**config.mk**
```make
export PLATFORM = sky130hd
export DESIGN_NAME = xgriscv_membus
export DESIGN_NICKNAME = d
export VERILOG_FILES = /design/src/rtl/xgriscv_membus.sv
export SDC_FILE = /design/constraint.sdc
export NUM_CORES = 1
export LEC_CHECK = 0
export ABC_AREA = 1
export BUFFER_PORTS_ARGS = -buffer_cell sky130_fd_sc_hd__buf_4
export CORE_AREA = 2 2 116 118
export DETAILED_ROUTE_END_ITERATION = 8
export DIE_AREA = 0 0 118 120
export PLACE_DENSITY = 0.76
export REMOVE_ABC_BUFFERS = 1
export SLEW_MARGIN = 20
export SYNTH_ARGS = -nofsm -noshare
export SYNTH_HDL_FRONTEND = slang
export SYNTH_SLANG_ARGS = --single-unit
```
**constraint.sdc**
```tcl
create_clock -name clk -period 1.3 [get_ports clk]
set_input_delay 0.065 -clock clk [delete_from_list [all_inputs] [get_ports clk]]
set_output_delay 0.065 -clock clk [all_outputs]
set_load 0.01 [all_outputs]
```
**src/rtl/xgriscv_membus.sv**
```systemverilog
// Single-master to NSLV-slave memory bus bridge with address-region decode.
// Optional ACCESS timeout is enabled by defining XGRISCV_MEMBUS_TIMEOUT_EN.
module xgriscv_membus #(
  parameter int DW = 32,
  parameter int AW = 32,
  parameter int NSLV = 4,
  parameter int RGN_LOG2 = 16,
  parameter logic [AW-1:0] BASE_ADDR = 32'h0000_0000,
  parameter int TMO_CYC = 15
) (
  input  logic                  clk,
  input  logic                  reset,
  input  logic                  m_req,
  input  logic                  m_we,
  input  logic [AW-1:0]         m_addr,
  input  logic [DW-1:0]         m_wdata,
  input  logic [DW/8-1:0]       m_be,
  output logic [DW-1:0]         m_rdata,
  output logic                  m_ready,
  output logic                  m_err,
  output logic [NSLV-1:0]       s_sel,
  output logic                  s_we,
  output logic [RGN_LOG2-1:0]   s_addr,
  output logic [DW-1:0]         s_wdata,
  output logic [DW/8-1:0]       s_be,
  input  logic [NSLV*DW-1:0]    s_rdata,
  input  logic [NSLV-1:0]       s_ack
);

  localparam int IW = $clog2(NSLV);
  localparam int BW = DW / 8;

  // Widened by one bit so the end of the window never wraps.
  localparam logic [AW:0] LO = {1'b0, BASE_ADDR};
  localparam logic [AW:0] HI = LO + ((AW+1)'(NSLV) << RGN_LOG2);

  typedef enum logic [1:0] {
    IDLE,
    ACCESS,
    RESP
  } st_t;

  st_t st;
  st_t st_nx;

  logic                we_q;
  logic [RGN_LOG2-1:0] addr_q;
  logic [DW-1:0]       wdata_q;
  logic [BW-1:0]       be_q;
  logic [IW-1:0]       idx_q;
  logic                err_q;
  logic [DW-1:0]       rdata_q;

  logic          in_rng;
  logic          acc;
  logic          sel_ack;
  logic [DW-1:0] rd_sel;
  logic          tmo;

  assign in_rng = ({1'b0, m_addr} >= LO) && ({1'b0, m_addr} < HI);
  assign acc = (st == ACCESS);
  assign sel_ack = s_ack[idx_q];

  always_comb begin
    rd_sel = '0;
    for (int i = 0; i < NSLV; i++) begin
      if (idx_q == IW'(i)) rd_sel = s_rdata[i*DW +: DW];
    end
  end

`ifdef XGRISCV_MEMBUS_TIMEOUT_EN
  logic [7:0] tcnt;

  assign tmo = acc && !sel_ack && (tcnt + 8'd1 == 8'(TMO_CYC));

  always_ff @(posedge clk) begin
    if (reset) begin
      tcnt <= '0;
    end else if (st == IDLE) begin
      tcnt <= '0;
    end else if (acc && !sel_ack) begin
      tcnt <= tcnt + 8'd1;
    end
  end
`else
  assign tmo = 1'b0;
`endif

  always_ff @(posedge clk) begin
    if (reset) st <= IDLE;
    else st <= st_nx;
  end

  always_comb begin
    st_nx = st;
    case (st)
      IDLE: begin
        if (m_req) st_nx = in_rng ? ACCESS : RESP;
      end
      ACCESS: begin
        if (sel_ack || tmo) st_nx = RESP;
      end
      RESP: st_nx = IDLE;
      default: st_nx = IDLE;
    endcase
  end

  always_ff @(posedge clk) begin
    if (reset) begin
      we_q    <= 1'b0;
      addr_q  <= '0;
      wdata_q <= '0;
      be_q    <= '0;
      idx_q   <= '0;
      err_q   <= 1'b0;
      rdata_q <= '0;
    end else begin
      if (st == IDLE && m_req) begin
        we_q    <= m_we;
        addr_q  <= m_addr[RGN_LOG2-1:0];
        wdata_q <= m_wdata;
        be_q    <= m_be;
        idx_q   <= m_addr[RGN_LOG2 +: IW];
        err_q   <= !in_rng;
      end
      // Ack beats a timeout landing in the same cycle.
      if (acc && sel_ack) begin
        rdata_q <= we_q ? '0 : rd_sel;
        err_q   <= 1'b0;
      end else if (tmo) begin
        err_q <= 1'b1;
      end
    end
  end

  assign m_ready = (st == RESP);
  assign m_err   = (st == RESP) && err_q;
  assign m_rdata = rdata_q;

  assign s_sel   = acc ? (NSLV'(1) << idx_q) : '0;
  assign s_we    = acc && we_q;
  assign s_addr  = acc ? addr_q : '0;
  assign s_wdata = acc ? wdata_q : '0;
  assign s_be    = acc ? be_q : '0;

endmodule

```
---- After elaboration in Yosys (flattened, before gate mapping) ----
Index checks and enable logic that the tools add are counted.
storage, ports and cells
  register bits after elaboration ......... 90
  word-level logic and storage cells ...... 42
  bits of input ports ..................... 204
  output and inout bits ................... 91
cells by class
  muxes and demuxes ....................... 15
  reductions and logical operators ........ 9
  magnitude comparators ................... 2
  shift-type cells ........................ 1
  equality and inequality tests ........... 7
operator list
  cell                                                                             count
  32-bit two-way mux                                                               6
  32-bit by 19-bit less-than comparator with 1-bit output (second input constant)  1
  16-bit two-way mux                                                               1
  4-bit two-way mux                                                                2
  2-bit == test (second input constant)                                            3
  2-bit two-way mux                                                                3
  2-bit by 1-bit == test with 1-bit output (second input constant)                 2
  1-bit logical AND                                                                4
  2-bit logical NOT                                                                2
  2-bit one-hot mux with 2 select lines                                            1
  1-bit by 2-bit << shifter with 4-bit output (first input constant)               1
  2-bit by 3-bit less-than comparator with 1-bit output (second input constant)    1
  1-bit binary-select mux with 2-bit select                                        1
  2-bit by 1-bit != test with 1-bit output (second input constant)                 1
  2-bit != test (second input constant)                                            1
  2-bit AND reduction                                                              1
  2-bit OR reduction                                                               1
  1-bit logical NOT                                                                1
  1-bit two-way mux                                                                1

---- Depth between registers and ports, before layout ----
  depth after elaboration ................. 6
  mapped depth ............................ 11
  mapped depth without buffers ............ 9

---- Worst setup path before layout ----
Ideal clock, no wire load.
  path kind ............................... register -> output
  start ................................... reg st[0]
  end ..................................... out s_be[0]
  data required time ...................... 1235 ps
  cell stages (with the launch flop) ...... 7
  arrival time ............................ 1223 ps
  path buffers ............................ 2
  slack ................................... 12 ps
  cell sequence ........................... dfxtp_1 inv_1 nor2_1 inv_1 buf_2 buf_1 nor2_1
on the way
  cells in the longest elaborated chain, start to end .. 2
RTL lines
  item                                      line  source
  start: declaration                        43    st_t st;
  start signal: assignment                  91    else st <= st_nx;
  2-bit by 1-bit == test with 1-bit output  61    assign acc = (st == ACCESS);
  4-bit two-way mux                         144   assign s_be = acc ? be_q : '0;
  end: declaration                          25    output logic [DW/8-1:0] s_be,
Every way passes these cells.

---- Final worst setup path ----
  start ................................... reg st[0]
  end ..................................... out s_wdata[16]
on the way
  cells in the longest elaborated chain, start to end .. 2
RTL lines
  item                                      line  source
  2-bit by 1-bit == test with 1-bit output  61
  32-bit two-way mux                        143   assign s_wdata = acc ? wdata_q : '0;
  end: declaration                          24    output logic [DW-1:0] s_wdata,
Every way passes these cells.

==> flow_summary_export.csv <==
group,metric,value,unit
placed_design,dpl_worst_slack,-0.0683,ns
detailed_routing,drt_pass1_iterations,5,
timing,holdWs,-0.0128,ns
power_and_ir_drop,powerDensity,824,mW/mm^2
die,fp.dieW,118,um
logic_synthesis,synth_xor_area_frac,0,
setup_path,required,1.24,ns
status,status,"finished with violations",
status,violations,"hold timing, setup timing",
die,boundaryPins,295,
placed_design,portBuffers,294,
timing,timing.final.crit_period,1.51,ns
timing,hold_viol,4,
detailed_routing,wire_per_inst,16.4,um
timing,grt_setup_unrepaired,"yes",
die,die-area,0.0142,sq mm
timing,fmax,0.663,GHz
final_layout,n_fill_cell,1061,
placed_design,placed_cells,1181,
power_and_ir_drop,ir_drop,0.497,mV
global_route,track_usage,0.246,
detailed_routing,post-route-drc-count,0,
clocking,cts_tree,"done",
placed_design,gp_congestion,0.813,
detailed_routing,drt_iter0_drc,262,
clocking,clock-sinks,90,
detailed_routing,num_vias,6083,
setup_path,r2r_cells,10,
final_layout,fin_cells,1243,
die,initial_core_util,0.356,
power_and_ir_drop,power_frac_seq,0.402,
final_layout,multi_input_comb_area,0.00267,sq mm
min_path,min_path_cells,3,
logic_synthesis,synth_top_cell_area_share,0.390,
power_and_ir_drop,p_sw_frac,0.279,
timing,setup_viol_count_final,98,
setup_path,crit_type,"reg -> out",
timing,fin_skew,0.00914,ns
power_and_ir_drop,power_frac_clock,0.359,
timing,min_period_over_period,1.16,
setup_path,path_max_fanout,7,
min_path,hp-class,"in -> reg",
clocking,h-tree-depth,3,
clocking,cts_root_buf,"clkbuf_16",
timing,maxSlewHeadroom,0.807,
power_and_ir_drop,combPwrFrac,0.240,
detailed_routing,ant_nets,0,
global_route,grt_max_degree,44,
power_and_ir_drop,power.total,0.00733,W
global_route,antenna_found_initial,0,
logic_synthesis,yosys.area_share.simple,0.298,
die,core-area,0.0130,sq mm
logic_synthesis,netlist_instances,728,
clocking,clock_path_buffers,2,
logic_synthesis,ys_warn_count,0,
logic_synthesis,yosysSeqAreaShare,0.390,
logic_synthesis,synth_area_leader_cell,"dfxtp_1",
die,die_h,120,um
final_layout,fin_nets,1267,
setup_path,cpPeakStageDelay,0.36,ns
global_route,grt_pass1_vias,5552,
timing,drv_slew,0,
logic_synthesis,synth_area_per_cell,6.35,sq um
timing,worst_slack,-0.209,ns
clocking,clk_latency,0.34,ns
final_layout,layout-drive-gt1-share,0.469,
setup_path,reg2reg_setup_slack,-0.19,ns
logic_synthesis,synth_mux_area_frac,0,
timing,tightest_slew,0.286,ns
setup_path,setup.worst_path.start,"st[0]",
placed_design,place_hpwl,12700,um
detailed_routing,wl,20300,um
final_layout,diodes,0,
clocking,numCtsBuffers,9,
logic_synthesis,synthAdderAreaFrac,0,
setup_path,reg2reg_to,"m_rdata[20]",
min_path,min_from,"m_wdata[23]",
detailed_routing,vias_per_cell,4.89,
power_and_ir_drop,switchingPower,0.00204,W
setup_path,start_kind,"flip-flop",
logic_synthesis,ys_ff_latch,90,
die,placementRows,42,
logic_synthesis,synth_compound_area_frac,0.176,
logic_synthesis,yosys-top-cells-area,"dfxtp_1, nand2_1, o21ai_0, nand3_1, inv_1",
setup_path,timing.rr.start,"st[0]",
global_route,grt-ovfl-total,0,
final_layout,regArea,0.00181,sq mm
logic_synthesis,ys_types,24,
logic_synthesis,synth_top_family_by_area,"simple AND/OR/NAND/NOR gates",
clocking,clkTransAtPathRegs,0.07,ns
final_layout,area_growth,92.4,%
setup_path,endpoint_kind,"output pin",
setup_path,crit_chain,"inv_4, nor2_4, inv_8, buf_12, nor2_1, buf_4",
global_route,grt_pass1_wl,27500,um
setup_path,cp_slowest_cell,"dfxtp_2",
flow_run,cap_violations,0,
logic_synthesis,synthesis.area,0.00463,sq mm
power_and_ir_drop,internal-power,0.00529,W
setup_path,crit_arrival,1.44,ns
power_and_ir_drop,leakage,4.36,nW
min_path,holdPathEnd,"wdata_q[23]",
[worst max-delay path by stage]
stage / endpoint / slack (ns) / depth (start not counted)
3_5_place_dp: s_sel[2] / -0.07 / 6
4_1_cts: s_sel[2] / -0.23 / 6
2_1_floorplan: addr_q[0] / -1.52 / 4
5_1_grt: m_rdata[1] / -0.26 / 10
6_report: s_wdata[16] / -0.21 / 6
3_3_place_gp: s_be[3] / -0.07 / 6
[cell type report]
| type | instances | area share |
|---|---|---|
| well taps | 176 | 0.0247 |
| clock buffers | 9 | 0.0253 |
| multi-input cells | 479 | 0.300 |
| inverters | 106 | 0.0477 |
| clock inverters | 6 | 0.00731 |
| flip-flops and latches | 90 | 0.203 |
| repair buffers | 377 | 0.392 |
[cells in the final DEF, fill, tap and decap left out, types with 32 or more instances in the layout]
master / count
dfxtp_1: 87
nor2_2: 32
nand2_1: 99
inv_1: 101
o21ai_0: 44
buf_6: 32
buf_4: 295
nand3_1: 76
o21ai_1: 38
a21oi_1: 61
[critical path, delay by kind of cell (launching register included)]
family	cells	cell delay, ns
DFF	1	0.36
buffers and inverters	4	0.44
and+or+nand+nor	2	0.29
[metal layers]
layer	global-route usage	vias to the layer above	part of all wire
li1	-	2984	-
met1	0.281	2808	0.39
met2	0.434	261	0.51
met3	0.0665	30	0.078
met4	0.0994	0	0.023
met5	0	-	0
[power by group through the flow]
stage / clock network, W / logic [W] / registers (W)
floorplan: 0 / 0.000576 / 0.00302
global placement: 0 / 0.00136 / 0.00300
detailed placement: 0 / 0.00138 / 0.00300
CTS: 0.00265 / 0.00151 / 0.00294
global route: 0.00279 / 0.00191 / 0.00295
finish: 0.00263 / 0.00176 / 0.00294
[what timing repair did]
| item | in CTS | in global routing |
|---|---|---|
| resized for setup | 59 | 186 |
| endpoints found under the setup margin | 89 | 108 |
| buffers inserted | 12 | 6 |
| gates cloned | 5 | 13 |
| pin swaps | 6 | 13 |
| hold buffers | 7 | 9 |
| endpoints found under the hold margin | 8 | 9 |
[kinds of logic after synthesis]
group                  count (synthesis)
AOI/OAI and AO/OA                    162
buffers and inverters                159
DFF                                   90
and+or+nand+nor                      317
[cell usage after synthesis]
library cell  instances
inv_1               103
nand3b_1             15
a31oi_1               1
or2_2                 1
buf_4                 3
nor3_1                3
o21ai_0              83
nand3_1              82
a21oi_1              72
nor2_1               82
and3_1                1
nand2_1             129
nor2_4                1
buf_2                13
buf_1                 5
inv_4                 1
nand2_2               1
o21ai_1               6
nand2_4               1
buf_6                 1
nor2_2                1
clkinv_1              2
dfxtp_1              90
clkbuf_1             31
[through the flow]
step                      hold WS [ns]   util  area [sq um]  TNS [ns]
final                          -0.0128  0.686          8900    -13.03
after floorplan                  0.134      -          4390   -145.70
after CTS                     0.000468  0.616          7990    -13.56
after detailed placement         0.252  0.555          7200     -1.09
after global routing           0.00469  0.686          8900    -19.87
after global placement           0.250  0.555          7200    -0.198
[registers in the layout, summed over array words and instances (netlist names)]
name and count:
m_rdata 32, wdata_q 32, addr_q 16, be_q 4, idx_q 2, st 2
err_q 1, we_q 1
Note: power is estimated with default switching activity, not from simulation.
